[src/rtl/pipe_skid_buffer_pkg.sv]
// pipe_skid_buffer_pkg: shared state encoding and the NOP bubble for the ID/EX payload
package pipe_skid_buffer_pkg;
  typedef enum logic [1:0] {
    ST_EMPTY = 2'd0,
    ST_ONE   = 2'd1,
    ST_FULL  = 2'd2
  } state_e;
  localparam logic [63:0] IDEX_NOP = 64'h0;
endpackage

[src/rtl/sat_counter.sv]
// sat_counter: saturating event counter with synchronous clear
module sat_counter #(
  parameter int W = 16
) (
  input  logic         clk_i,
  input  logic         clr_i,
  input  logic         en_i,
  output logic [W-1:0] cnt_o
);
  logic [W-1:0] cnt_q;
  always_ff @(posedge clk_i) begin
    if (clr_i) cnt_q <= '0;
    else if (en_i && !(&cnt_q)) cnt_q <= cnt_q + {{(W-1){1'b0}}, 1'b1};
  end
  assign cnt_o = cnt_q;
endmodule

[src/rtl/pipe_skid_buffer.sv]
// pipe_skid_buffer: two-entry valid/ready stage register with flush, hold and stall counter
module pipe_skid_buffer
  import pipe_skid_buffer_pkg::*;
#(
  parameter int                 WIDTH        = 64,
  parameter logic [WIDTH-1:0]   BUBBLE_VALUE = WIDTH'(IDEX_NOP),
  parameter int                 CNT_W        = 16
) (
  input  logic             clk_i,
  input  logic             rst_i,
  input  logic             flush_i,
  input  logic             hold_i,
  input  logic             in_valid_i,
  input  logic [WIDTH-1:0] in_data_i,
  output logic             in_ready_o,
  output logic             out_valid_o,
  output logic [WIDTH-1:0] out_data_o,
  input  logic             out_ready_i,
  output logic [1:0]       occupancy_o,
  output logic [CNT_W-1:0] stall_cnt_o
);
  state_e           state_q;
  logic [WIDTH-1:0] main_q, skid_q;
  logic             acc, dep;
  assign out_valid_o = state_q != ST_EMPTY;
  assign out_data_o  = main_q;
  assign occupancy_o = state_q;
  assign in_ready_o  = (state_q != ST_FULL) && !hold_i;
  assign acc         = in_valid_i && in_ready_o;
  assign dep         = out_valid_o && out_ready_i && !hold_i;
  // hold needs no branch of its own: it already forces acc and dep low
  always_ff @(posedge clk_i) begin
    if (rst_i || flush_i) begin
      state_q <= ST_EMPTY;
      main_q  <= BUBBLE_VALUE;
      skid_q  <= BUBBLE_VALUE;
    end else begin
      case (state_q)
        ST_EMPTY: if (acc) begin
          main_q  <= in_data_i;
          state_q <= ST_ONE;
        end
        ST_ONE: if (acc && dep) main_q <= in_data_i;
        else if (acc) begin
          skid_q  <= in_data_i;
          state_q <= ST_FULL;
        end else if (dep) begin
          main_q  <= BUBBLE_VALUE;
          state_q <= ST_EMPTY;
        end
        ST_FULL: if (dep) begin
          main_q  <= skid_q;
          skid_q  <= BUBBLE_VALUE;
          state_q <= ST_ONE;
        end
        default: begin
          state_q <= ST_EMPTY;
          main_q  <= BUBBLE_VALUE;
          skid_q  <= BUBBLE_VALUE;
        end
      endcase
    end
  end
  sat_counter #(.W(CNT_W)) u_stall (
    .clk_i (clk_i),
    .clr_i (rst_i),
    .en_i  (out_valid_o && (!out_ready_i || hold_i) && !flush_i),
    .cnt_o (stall_cnt_o)
  );
endmodule

[config.mk]
export PLATFORM = sky130hd
export DESIGN_NAME = pipe_skid_buffer
export DESIGN_NICKNAME = d
export VERILOG_FILES = /design/src/rtl/pipe_skid_buffer_pkg.sv /design/src/rtl/sat_counter.sv /design/src/rtl/pipe_skid_buffer.sv
export SDC_FILE = /design/constraint.sdc
export NUM_CORES = 1
export LEC_CHECK = 0
export CAP_MARGIN = 20
export CORE_AREA = 2 2 140 142
export CTS_BUF_LIST = sky130_fd_sc_hd__clkbuf_4
export CTS_CLUSTER_SIZE = 25
export DETAILED_ROUTE_END_ITERATION = 7
export DIE_AREA = 0 0 142 144
export PLACE_DENSITY_LB_ADDON = 0.05
export SKIP_CTS_REPAIR_TIMING = 1
export SYNTH_ARGS = -nofsm -noshare
export SYNTH_HDL_FRONTEND = slang
export SYNTH_SLANG_ARGS = --single-unit
[constraint.sdc]
create_clock -name clk_i -period 2.24 [get_ports clk_i]
set_input_delay 0.448 -clock clk_i [delete_from_list [all_inputs] [get_ports clk_i]]
set_output_delay 0.448 -clock clk_i [all_outputs]
set_load 0.01 [all_outputs]
==> flow_summary.yaml, run 1 <==
setup_path:
  critPathLaunchType: "flop"
  critPathRequiredTime_ns: 1.79
  crit_path_max_fanout: 4
  path_cells: "nor2_2 -> inv_1 -> clkdlybuf4s50_1"
  critPathKind: "flop to output pin"
  max_stage_delay_ns: 0.47
  r2r_slack_ns: 0.36
  slowest_stage: "clkdlybuf4s50_1"
  cp.arrival_ns: 1.65
  worstSetupEndpointType: "output pin"
  r2r.worst_path.cells: 4
global_routing:
  busiest_layer: "met2"
  overflow: 0
  grt_util_met1: 0.321
  use_met3: 0.0533
  grt_pass1_wl_um: 38900
  grt_max_degree: 73
  met2_usage: 0.390
  antenna_found_initial: 1
  track_usage: 0.240
  grt_pass1_vias: 7149
clock_network:
  cts_buffers: 17
  clkSinkCount: 146
  htree_levels: 4
  clk_path_buf_depth: 2
  clk_pin_slew_ns: 0.14
  cts.root.buffer_cell: "clkbuf_4"
  clk_latency_ns: 0.57
  cts_tree: "built"
timing:
  period_share: 0.937
  period_needed_ns: 2.10
  holdWs_ns: 0.468
  rsz0062_at_grt: "false"
  slew_viol_final: 0
  skew_ns: 0.0186
  worst_pin_slew_ns: 0.462
  max_freq_mhz: 476
  hold_viol: 0
  finalSetupViolCount: 0
  finalSetupTns_ns: 0
  slew-limit-headroom: 0.692
layout:
  seq_area_mm2: 0.00293
  drive_gt1_frac: 0.120
  area_growth_pct: 31.2
  fin_area_mm2: 0.00983
  final_cell_mix: "177 x a21oi_1, 163 x nand3_1, 150 x clkdlybuf4s50_1, 143 x dfxtp_1, 101 x o211ai_1"
  final_common_cell: "a21oi_1"
  fin_nets: 1097
  fillers: 1867
  multi_input_area_mm2: 0.00417
synth:
  synth_ff_type: "dfxtp_1"
  synth_top_family_by_area: "compound AO/OA/AOI/OAI gates"
  ys_async_sr_fraction: 0
  syn_nets: 993
  syn_area_mm2: 0.00749
  syn_inst: 922
  yosysSeqAreaShare: 0.390
  synth-adder-area-share: 0.00167
  synth-simple-area-share: 0.223
  muxShareOfSynthArea: 0.0494
  yosysWarnings: 0
  synth.distinct_cells: 36
  synth_xor_area_frac: 0.00117
  syn_area_per_cell_um2: 8.13
  ys_seq_elements: 146
  synth_compound_area_frac: 0.272
  synth_edf_count: 0
drt:
  num_vias: 7535
  wl_per_cell_um: 19.5
  first_iter_violations: 525
  remaining_drc_errors: 0
  first_pass_iters: 5
  postRouteAntennaNets: 0
  drt-total-wl_um: 25000
  avgViaCountPerCell: 5.90
power:
  finalPower_uw: 4990
  ir_worst_vdd_v: 0.000290
  pwr_density_cell_mw_per_mm2: 508
  p_leak_uw: 0.00312
placed_design:
  place_area_mm2: 0.00949
  globalplace.congestion: 0.798
  port-buffer-count: 153
  dp_hpwl_um: 14100
floorplanning:
  start_util: 0.393
  die-width_um: 142
  num_io_pins: 154
  die_y_um: 144
  dieArea_mm2: 0.0204
  coreArea_mm2: 0.0191
  rows: 51
worst_hold_path:
  hp-class: "flop to flop"
  whs_path_depth: 2
run:
  maxCapViolCount: 0
outcome:
  run_status: "complete, no violations"
cells in the mapped netlist (5+ instances only):
library cell / n / share of area
and2_1: 39 / 0.033
buf_2: 6 / 0.0040
o211ai_1: 101 / 0.10
mux2_2: 32 / 0.048
dfxtp_1: 146 / 0.39
nand2b_1: 37 / 0.031
a21oi_1: 177 / 0.12
o31ai_1: 10 / 0.010
nor2_1: 9 / 0.0045
inv_1: 7 / 0.0035
nor4_1: 5 / 0.0042
nor2b_1: 5 / 0.0042
nand4_1: 7 / 0.0058
nand3_1: 163 / 0.11
buf_1: 9 / 0.0045
or4_1: 10 / 0.010
a32o_1: 27 / 0.036
clkbuf_1: 96 / 0.048
critical path, delay by kind of cell, from the launching register on:
family,cells,cell delay [ns]
DFF,1,0.40
buffers and inverters,2,0.53
and+or+nand+nor,1,0.17
kinds of logic (layout without fill, tap and decap cells):
family / count (synthesis) / in the layout
flops: 146 / 146
compound gates: 323 / 323
xor+xnor: 1 / 1
buf+inv: 120 / 236
mux: 33 / 33
fa+ha+maj: 1 / 1
simple gates: 298 / 298
other cells: 0 / 2
flip-flops by register name, summed over array words and instances (netlist names):
register,count
u_stall.cnt_o,16
skid_q,64
occupancy_o,2
out_data_o,64
layout make-up:
cell class	instances	area share
repair buffers	198	0.217
diodes	2	0.000509
inverters	7	0.00267
clock inverters	13	0.0141
multi-input cells	656	0.424
clock buffers	18	0.0137
well taps	238	0.0303
flip-flops and latches	146	0.298
where the power goes:
| part | internal (µW) | switching, µW |
|---|---|---|
| clock network | 668 | 1020 |
| logic | 321 | 348 |
| registers | 2620 | 17.4 |
per-layer routing:
layer / share of wire / vias up
li1: - / 3655
met1: 0.46 / 3648
met2: 0.47 / 207
met3: 0.053 / 25
met4: 0.013 / 0
met5: 0 / -
stage by stage:
stage                util  instances  worst slack (ns)
floorplan               -        922             0.216
global placement    0.497       1243            -0.153
detailed placement  0.497       1243            -0.190
CTS                 0.512       1274            -0.251
global route        0.515       1276           0.00813
finish              0.515       1278             0.141
path summary, 6_finish.rpt:
path	from	end
setup / recovery	occupancy_o[1]$_SDFFE_PP0P_	out_valid_o
hold / removal	skid_q[18]$_SDFFE_PP0P_	skid_q[18]$_SDFFE_PP0P_
setup reg to reg	u_stall.cnt_o[6]$_SDFFE_PP0P_	u_stall.cnt_o[15]$_SDFFE_PP0P_
hold reg to reg	skid_q[18]$_SDFFE_PP0P_	skid_q[18]$_SDFFE_PP0P_
Note: power is estimated with default switching activity, not from simulation.
==> inputs of run 2 (changes only) <==
- ABC_AREA: not set -> 1
- CORE_AREA: 2 2 140 142 -> 2 2 138 140
- DIE_AREA: 0 0 142 144 -> 0 0 140 142
==> flow_summary.yaml, run 2 <==
timing:
  holdWs_ns: 0.473
  finalSetupTns_ns: 0
  skew_ns: 0.0246
  hold_viol: 0
  slew-limit-headroom: 0.696
  rsz0062_at_grt: "false"
  period_needed_ns: 2.05
  period_share: 0.913
  max_freq_mhz: 489
  slew_viol_final: 0
  worst_pin_slew_ns: 0.456
  finalSetupViolCount: 0
floorplanning:
  coreArea_mm2: 0.0185
  rows: 50
  start_util: 0.392
  num_io_pins: 154
  die-width_um: 140
  die_y_um: 142
  dieArea_mm2: 0.0199
setup_path:
  cp_top_family: "buffers and inverters"
  worstSetupEndpointType: "output pin"
  r2r-start: "occupancy_o[0]$_SDFFE_PP0P_"
  critPathRequiredTime_ns: 1.79
  crit_buf_inv: 1
  max_stage_delay_ns: 0.58
  crit_path_start: "u_stall.cnt_o[9]$_SDFFE_PP0P_"
  critPathLaunchType: "flop"
  cp.arrival_ns: 1.60
  slowest_stage: "clkdlybuf4s50_1"
  critPathKind: "flop to output pin"
  crit_path_max_fanout: 7
  path_cells: "clkdlybuf4s50_1"
placed_design:
  dp_cells: 1445
  place_area_mm2: 0.00896
  globalplace.congestion: 0.785
  port-buffer-count: 153
  dp_hpwl_um: 13600
global_routing:
  busiest_layer: "met2"
  met2_usage: 0.344
  grt_max_degree: 65
  grt_util_met1: 0.289
  track_usage: 0.210
  grt_pass1_wl_um: 33800
  overflow: 0
  use_met3: 0.0427
  antenna_found_initial: 1
  grt_pass1_vias: 6597
synth:
  synth_area_leaders: "dfxtp_1 40%, nand2_1 18%, nor2_1 9.0%"
  synth.distinct_cells: 30
  ys_seq_elements: 146
  yosysWarnings: 0
  yosysSeqAreaShare: 0.404
  ys_top_cells_by_count: "345 x nand2_1, 173 x nor2_1, 146 x dfxtp_1"
  synth_ff_type: "dfxtp_1"
  synth_top_area_share: 0.404
  ys_async_sr_fraction: 0
  syn_area_mm2: 0.00724
  syn_inst: 1094
  syn_nets: 1165
  syn_area_per_cell_um2: 6.62
  synth_edf_count: 0
  synth_top_area_cell: "dfxtp_1"
  synth_most_common_cell: "nand2_1"
layout:
  fin_area_mm2: 0.00933
  multi_input_area_mm2: 0.00356
  fillers: 1938
  area_growth_pct: 28.9
  final_cell_mix: "345 x nand2_1, 172 x nor2_1, 151 x clkdlybuf4s50_1, 144 x dfxtp_1, 105 x a21oi_1"
  drive_gt1_frac: 0.0748
  fin_nets: 1302
  final_common_cell: "nand2_1"
  seq_area_mm2: 0.00293
  layoutNonFillerInstCount: 1479
outcome:
  violations: "design-rule violations"
  run_status: "complete, but fails checks"
clock_network:
  clk_latency_ns: 0.54
  clk_path_buf_depth: 2
  htree_levels: 4
  cts.root.buffer_cell: "clkbuf_4"
  clkSinkCount: 146
  cts_buffers: 17
  clk_pin_slew_ns: 0.13
  cts_tree: "built"
run:
  maxCapViolCount: 0
drt:
  drt-total-wl_um: 20800
  remaining_drc_errors: 31
  num_vias: 7219
  postRouteAntennaNets: 0
  first_pass_iters: 8
  wl_per_cell_um: 14.1
  avgViaCountPerCell: 4.88
  first_iter_violations: 432
worst_hold_path:
  min_from: "out_data_o[23]$_SDFFE_PP0P_"
  hp-class: "flop to flop"
power:
  pwr_density_cell_mw_per_mm2: 580
  p_leak_uw: 0.00342
  ir_worst_vdd_v: 0.000350
  finalPower_uw: 5410
==> run 2: cell types whose count changed after synthesis, sizes merged, moves of 37 or more <==
cell and delta:
nand2b -37, inv +70, clkbuf -71, nand2 +351
a21oi -71, o211ai -66, o21ai +72, nand3 -133
nor2 +170, and2 -39
==> run 2: final cells by class <==
| class | count | share of cell area |
|---|---|---|
| multi-input combinational | 800 | 0.381 |
| sequential | 146 | 0.314 |
| timing repair buffer | 187 | 0.203 |
| inverter | 79 | 0.0325 |
| tap | 234 | 0.0314 |
| clock inverter | 13 | 0.0231 |
| clock buffer | 18 | 0.0145 |
| antenna | 2 | 0.000536 |
==> run 2: power by group <==
group,switching [µW],internal [µW]
logic,358,311
clock network,974,1100
registers,24.7,2640
total,1360,4050
==> run 2: logic make-up after synthesis <==
kind of cell | synth area share
DFF | 0.404
AOI/OAI and AO/OA | 0.168
adders and majority gates | 0.00173
buffers and inverters | 0.106
xor gates and xnor gates | 0.00726
and+or+nand+nor | 0.313
==> run 2: path summary, 6_finish.rpt <==
kind | depth (start not counted) | endpoint | slack, ns
setup reg to reg | 8 | out_data_o[27]$_SDFFE_PP0P_ | 0.34
setup / recovery | 1 | stall_cnt_o[9] | 0.19
hold / removal | 2 | out_data_o[23]$_SDFFE_PP0P_ | 0.47
hold reg to reg | 2 | out_data_o[23]$_SDFFE_PP0P_ | 0.47
==> run 2: worst register-to-register path: stages, from the launching register on <==
cell     delay, ns
dfxtp_4       0.38
inv_2         0.07
nand2_2       0.10
inv_2         0.37
nand2_2       0.15
nand2_4       0.12
buf_4         0.37
nand2_1       0.14
a21oi_1       0.15
==> run 2: through the flow <==
step / utilization / setup slack (ns)
final: 0.505 / 0.195
after global routing: 0.505 / 0.0745
after CTS: 0.504 / -0.172
after detailed placement: 0.485 / 0.0637
after global placement: 0.485 / 0.0971
after floorplan: - / 0.632
==> run 2: layer usage <==
layer	vias to the layer above	wire length, µm	part of all wire
met1	3281	10300	0.49
met5	-	0	0
met2	177	9420	0.45
met3	6	1010	0.049
li1	3755	-	-
met4	0	99	0.0048
==> edit 1 (config.mk and constraints of run 1) <==
The parameter `WIDTH` goes from 64 to 72.
--- a/src/rtl/pipe_skid_buffer.sv
+++ b/src/rtl/pipe_skid_buffer.sv
@@ -3,5 +3,5 @@
   import pipe_skid_buffer_pkg::*;
 #(
-  parameter int                 WIDTH        = 64,
+  parameter int                 WIDTH        = 72,
   parameter logic [WIDTH-1:0]   BUBBLE_VALUE = WIDTH'(IDEX_NOP),
   parameter int                 CNT_W        = 16
Interface: changed (resized in_data_i and out_data_o); port bits go from 154 to 170. The function was not compared with the original's and may differ.
==> edit 1 against run 1 <==
- hold slack improved by 0.0012 ns
- power rose by 12%
- sequential cell count increased by 16
- synthesized area up 13%
- routed wire length fell by 3.8%
- final area increased by 9.9%
- sequential share of layout area increased by 0.29 points
- first-iteration DRC count decreased by 2.7%
- setup slack better by 0.013 ns
- count of clock-buffer cells in the layout is 1 lower
- clock power up 13%
- largest cell class unchanged
- highest routed layer unchanged
==> edit 1: results (changes against run 1) <==
[critical_path]
path_delay_family=buffers and inverters  ; unchanged
critical-path-slowest-cell=clkdlybuf4s50_1  ; unchanged
slowest_delay_ns=0.59  ; was 0.47 ns
worstPathMaxFanout=6  ; was 4
arrival_ns=1.64

[routing]
vias=8110  ; was 7535
wl_um=24000  ; was 25000 um
drt_iter0_markers=511  ; was 525
first_pass_iters=5  ; unchanged

[synth]
async_flop_share_pct=0  ; unchanged
synth_fp_nets=1075  ; was 993
yosys.cell_types.count=51  ; was 36
ys_top_cells_by_area=dfxtp_1 38%, nand3_1 13%, mux2i_1 8.8%  ; was dfxtp_1 39%, a21oi_1 12%, nand3_1 11%
yosysWarnings=0  ; unchanged
synth_commonest_cells=220 x nand3_1, 162 x dfxtp_1, 149 x a21oi_1, 75 x mux2i_1, 50 x clkbuf_1  ; was 177 x a21oi_1, 163 x nand3_1, 146 x dfxtp_1, 101 x o211ai_1, 96 x clkbuf_1
synth_top_area_share_pct=38.1  ; was 39.0%
synth-seq-area-share_pct=38.1  ; was 39.0%
synth_ff_type=dfxtp_1  ; unchanged

[place]
place_congestion=0.784  ; was 0.798
pre_cts_ws_ns=-0.0324  ; was -0.190 ns
place_hpwl_um=14300  ; was 14100 um
dpl_cell_area_um2=10500  ; was 9490 um2
io_buffers=169  ; was 153

[hold_path]
hold_class=flop to flop  ; unchanged

[run_status]
status=complete, no violations  ; unchanged

[clocking]
htreeDepth=4  ; unchanged
cts_buffer_depth=2  ; unchanged
path_clk_slew_ns=0.14  ; about the same
cts_root_buffer=clkbuf_4  ; unchanged
cts_buffers=17  ; unchanged
insertion_delay_ns=0.55  ; was 0.57 ns

[sta]
worst_clock_skew_ns=0.0200  ; was 0.0186 ns
slew_headroom_pct=54.8  ; was 69.2%

[finish]
drive_above_1_share_pct=8.83  ; was 12.0%
finish.utilization_pct=56.7  ; was 51.5%
fill_cells=1803  ; was 1867
finalNetCount=1187  ; was 1097

[power_and_ir_drop]
intPower_mw=4.04  ; was 3.61 mW
p_seq_mw=2.93  ; was 2.64 mW
p_leak_nw=3.23  ; was 3.12 nW
ir_worst_vdd_v=0.000331  ; was 0.000290 V
power_clock_mw=1.90  ; was 1.68 mW

[global_routing]
grt_max_degree=73  ; unchanged
first_global_vias=7549  ; was 7149
antenna_found_initial=2  ; was 1
track_usage_pct=23.3  ; was 24.0%
grt_pass1_wl_um=39000  ; was 38900 um

-- edit 1: cell types whose count changed after synthesis, sizes merged, moves of 33 or more --
cell     change
nand2b      -36
nand4b      +39
mux2i       +74
nand3       +58
o2bb2ai     +39
clkbuf      -46
a21o        +33
o211ai     -100
o22ai       +33
nand3b      +33
and2        -37
buf         +50
-- edit 1: per-layer routing --
metal  routed length [um]  part of all wire [%]  up-vias  track usage [%]
met5                    0                     0        -                0
met4                  267                   1.1        0             5.68
met3                 1140                   4.8       19             4.34
met2                11100                    46      206             37.3
met1                11500                    48     3901             32.6
li1                     -                     -     3984                -
-- edit 1: layout make-up --
class,instances,share of cell area [%]
multi-input cells,713,43.8
flip-flops and latches,162,30.1
repair buffers,210,20.3
well taps,238,2.75
clock inverters,15,1.67
clock buffers,17,1.18
inverters,4,0.139
diodes,1,0.0232
-- edit 1: through the flow --
| step | instances | power [mW] |
|---|---|---|
| final | 1360 | 5.57 |
| after global routing | 1360 | 5.81 |
| after CTS | 1356 | 5.64 |
| after detailed placement | 1324 | 3.73 |
| after global placement | 1324 | 3.73 |
| after floorplan | 996 | 3.35 |
-- edit 1: kinds of logic (layout without fill, tap and decap cells) --
family          Yosys count  after routing  synth area share (%)
fa+ha+maj                 1              1                 0.147
mux                      82             82                  9.76
other cells               0              1                     0
xor+xnor                  1              1                 0.103
compound gates          274            274                  20.2
flops                   162            162                  38.1
buf+inv                 121            246                  6.62
simple gates            355            355                  25.1
-- edit 1: final timing paths --
kind | start | depth (start not counted) | end | slack [ns]
setup / recovery | u_stall.cnt_o[12] | 1 | stall_cnt_o[12] | 0.15
hold / removal | out_data_o[55] | 2 | out_data_o[55] | 0.47
setup reg to reg | u_stall.cnt_o[0] | 5 | u_stall.cnt_o[0] | 0.33
hold reg to reg | out_data_o[55] | 2 | out_data_o[55] | 0.47
==> edit 2 (settings of run 1) <==
Without the edit above. Put a register stage on the output `stall_cnt_o`. The value now appears one clock later. The other outputs are not delayed to match.
--- a/src/rtl/pipe_skid_buffer.sv
+++ b/src/rtl/pipe_skid_buffer.sv
@@ -20,4 +20,6 @@
   output logic [CNT_W-1:0] stall_cnt_o
 );
+
+  logic [CNT_W-1:0] stall_cnt_d;
   state_e           state_q;
   logic [WIDTH-1:0] main_q, skid_q;
@@ -66,6 +68,10 @@
     .clr_i (rst_i),
     .en_i  (out_valid_o && (!out_ready_i || hold_i) && !flush_i),
-    .cnt_o (stall_cnt_o)
+    .cnt_o (stall_cnt_d)
   );
+  always_ff @(posedge clk_i) begin
+    stall_cnt_o <= stall_cnt_d;
+  end
+
 endmodule
 
Check against the original RTL: not equivalent (a bounded check fails within 4 cycles, from zero or initial values and one cycle with rst_i high).
==> edit 2 against run 1 <==
- critical path depth shrank 1
- power increased by 14%
- count of clock-buffer cells in the layout is the same
- clock power increased by 25%
- die area did not move
- synthesized area increased by 4.3%
- final area grew 4.9%
- combinational power is 0.9% lower
- sequential cell count increased by 16
- critical endpoint is now occupancy_o[0]
- routed wire length shrank 2.8%
- critical path type unchanged
- setup slack lost 0.12 ns
- largest cell class unchanged
- sequential share of layout area grew 1.7 points
- hold slack got worse by 0.079 ns
==> edit 2: results (changes against run 1) <==
[place]
dp_cells=1261  ; was 1243
place_hpwl_um=14500  ; was 14100 um
io_buffers=153  ; unchanged
place_congestion=0.779  ; was 0.798

[global_routing]
grt_util_met2_pct=38.2  ; was 39.0%
grt_pass1_wl_um=38700  ; was 38900 um
globalRouteMet1Util_pct=32.3  ; was 32.1%
grt_max_degree=66  ; was 73
track_usage_pct=23.6  ; was 24.0%
antenna_found_initial=2  ; was 1
met3_usage_pct=4.57  ; was 5.33%
first_global_vias=7132  ; was 7149

[critical_path]
reg2reg_slack_ns=0.23  ; was 0.36 ns
worstPathMaxFanout=25  ; was 4
arrival_ns=1.78  ; was 1.65 ns

[routing]
first_pass_iters=5  ; unchanged
vias=7597  ; was 7535
wl_per_cell_um=18.7  ; was 19.5 um
wl_um=24300  ; was 25000 um
drt_iter0_markers=495  ; was 525

[synth]
syn_area_per_cell_um2=8.35  ; was 8.13 um2
async_flop_share_pct=0  ; unchanged
synth-seq-area-share_pct=41.5  ; was 39.0%
yosysWarnings=0  ; unchanged
ys_top_cells_by_area=dfxtp_1 42%, a21oi_1 11%, nand3_1 11%  ; was dfxtp_1 39%, a21oi_1 12%, nand3_1 11%
synth_commonest_cells=176 x a21oi_1, 165 x nand3_1, 162 x dfxtp_1, 104 x clkbuf_1, 99 x o211ai_1  ; was 177 x a21oi_1, 163 x nand3_1, 146 x dfxtp_1, 101 x o211ai_1, 96 x clkbuf_1
yosys.cell_types.count=39  ; was 36
synth_fp_nets=1007  ; was 993
synth_area_leader_cell=dfxtp_1  ; unchanged

[clocking]
htreeDepth=4  ; unchanged
insertion_delay_ns=0.58
cts_buffer_depth=2  ; unchanged
cts_buffers=17  ; unchanged
path_clk_slew_ns=0.13
cts_root_buffer=clkbuf_4  ; unchanged

[sta]
tightest_slew_ns=0.455  ; was 0.462 ns
worst_clock_skew_ns=0.0123  ; was 0.0186 ns

[finish]
finalNetCount=1115  ; was 1097
drive_above_1_share_pct=12.3  ; was 12.0%
fill_cells=1827  ; was 1867

[power_and_ir_drop]
p_leak_nw=3.29  ; was 3.12 nW
ir_worst_vdd_v=0.000349  ; was 0.000290 V
p_sw_mw=1.45  ; was 1.38 mW

[run_status]
status=complete, no violations  ; unchanged

[hold_path]
hold_class=primary input to flop  ; was flop to flop

edit 2: critical path, cell delays in order (launching register included):
cell	delay [ns]
dfxtp_2	0.43
buf_12	0.21
clkdlybuf4s50_1	0.57
edit 2: path summary, 6_finish.rpt:
kind                                         from           endpoint  cells after the start
worst max-delay path               occupancy_o[0]     occupancy_o[0]                      2
worst min-delay path                  out_ready_i     occupancy_o[1]                      4
worst min register to register  u_stall.cnt_o[14]    stall_cnt_o[14]                      0
worst max register to register   u_stall.cnt_o[0]  u_stall.cnt_o[12]                      5
edit 2: cells by family (layout without fill, tap and decap cells):
group / after synthesis / count (layout) / synth area share [%]
flip-flops: 162 / 162 / 41.5
XOR/XNOR: 1 / 1 / 0.112
adder cells (fa/ha/maj): 1 / 1 / 0.160
buffers and inverters: 121 / 242 / 6.07
AO/OA/AOI/OAI: 324 / 324 / 26.3
other: 0 / 2 / 0
multiplexers: 34 / 34 / 4.88
AND/OR/NAND/NOR: 293 / 293 / 20.9
edit 2: area by class of cell:
| type | count | area (um2) | area share, % |
|---|---|---|---|
| Multi-Input combinational cell | 653 | 4150 | 40.3 |
| Sequential cell | 162 | 3250 | 31.5 |
| Timing Repair Buffer | 202 | 2240 | 21.7 |
| Tap cell | 238 | 298 | 2.89 |
| Clock inverter | 14 | 210 | 2.04 |
| Clock buffer | 18 | 135 | 1.31 |
| Inverter | 8 | 30.0 | 0.291 |
| Antenna cell | 2 | 5.00 | 0.0485 |
edit 2: power by group through the flow:
stage	Sequential (mW)	Combinational, mW	Clock (mW)
floorplan	3.00	0.294	0
global placement	2.99	0.660	0
detailed placement	2.99	0.659	0
CTS	2.93	0.663	2.16
global route	2.93	0.717	2.27
finish	2.93	0.663	2.10
edit 2: layer usage:
layer  up-vias  routed length, um
met4         0                265
met2       216              11400
met3        23               1200
met1      3646              11400
met5         -                  0
li1       3712                  -
edit 2: metrics by stage:
step	hold WS (ns)	total power [mW]	cell area [um2]	setup WS, ns	TNS, ns
floorplan	0.329	3.29	7810	0.188	0
global placement	0.390	3.65	9910	-0.133	-0.780
detailed placement	0.393	3.65	9910	-0.183	-0.941
CTS	0.354	5.75	10300	-0.166	-0.294
global route	0.364	5.91	10300	-0.0598	-0.0598
finish	0.388	5.68	10300	0.0165	0
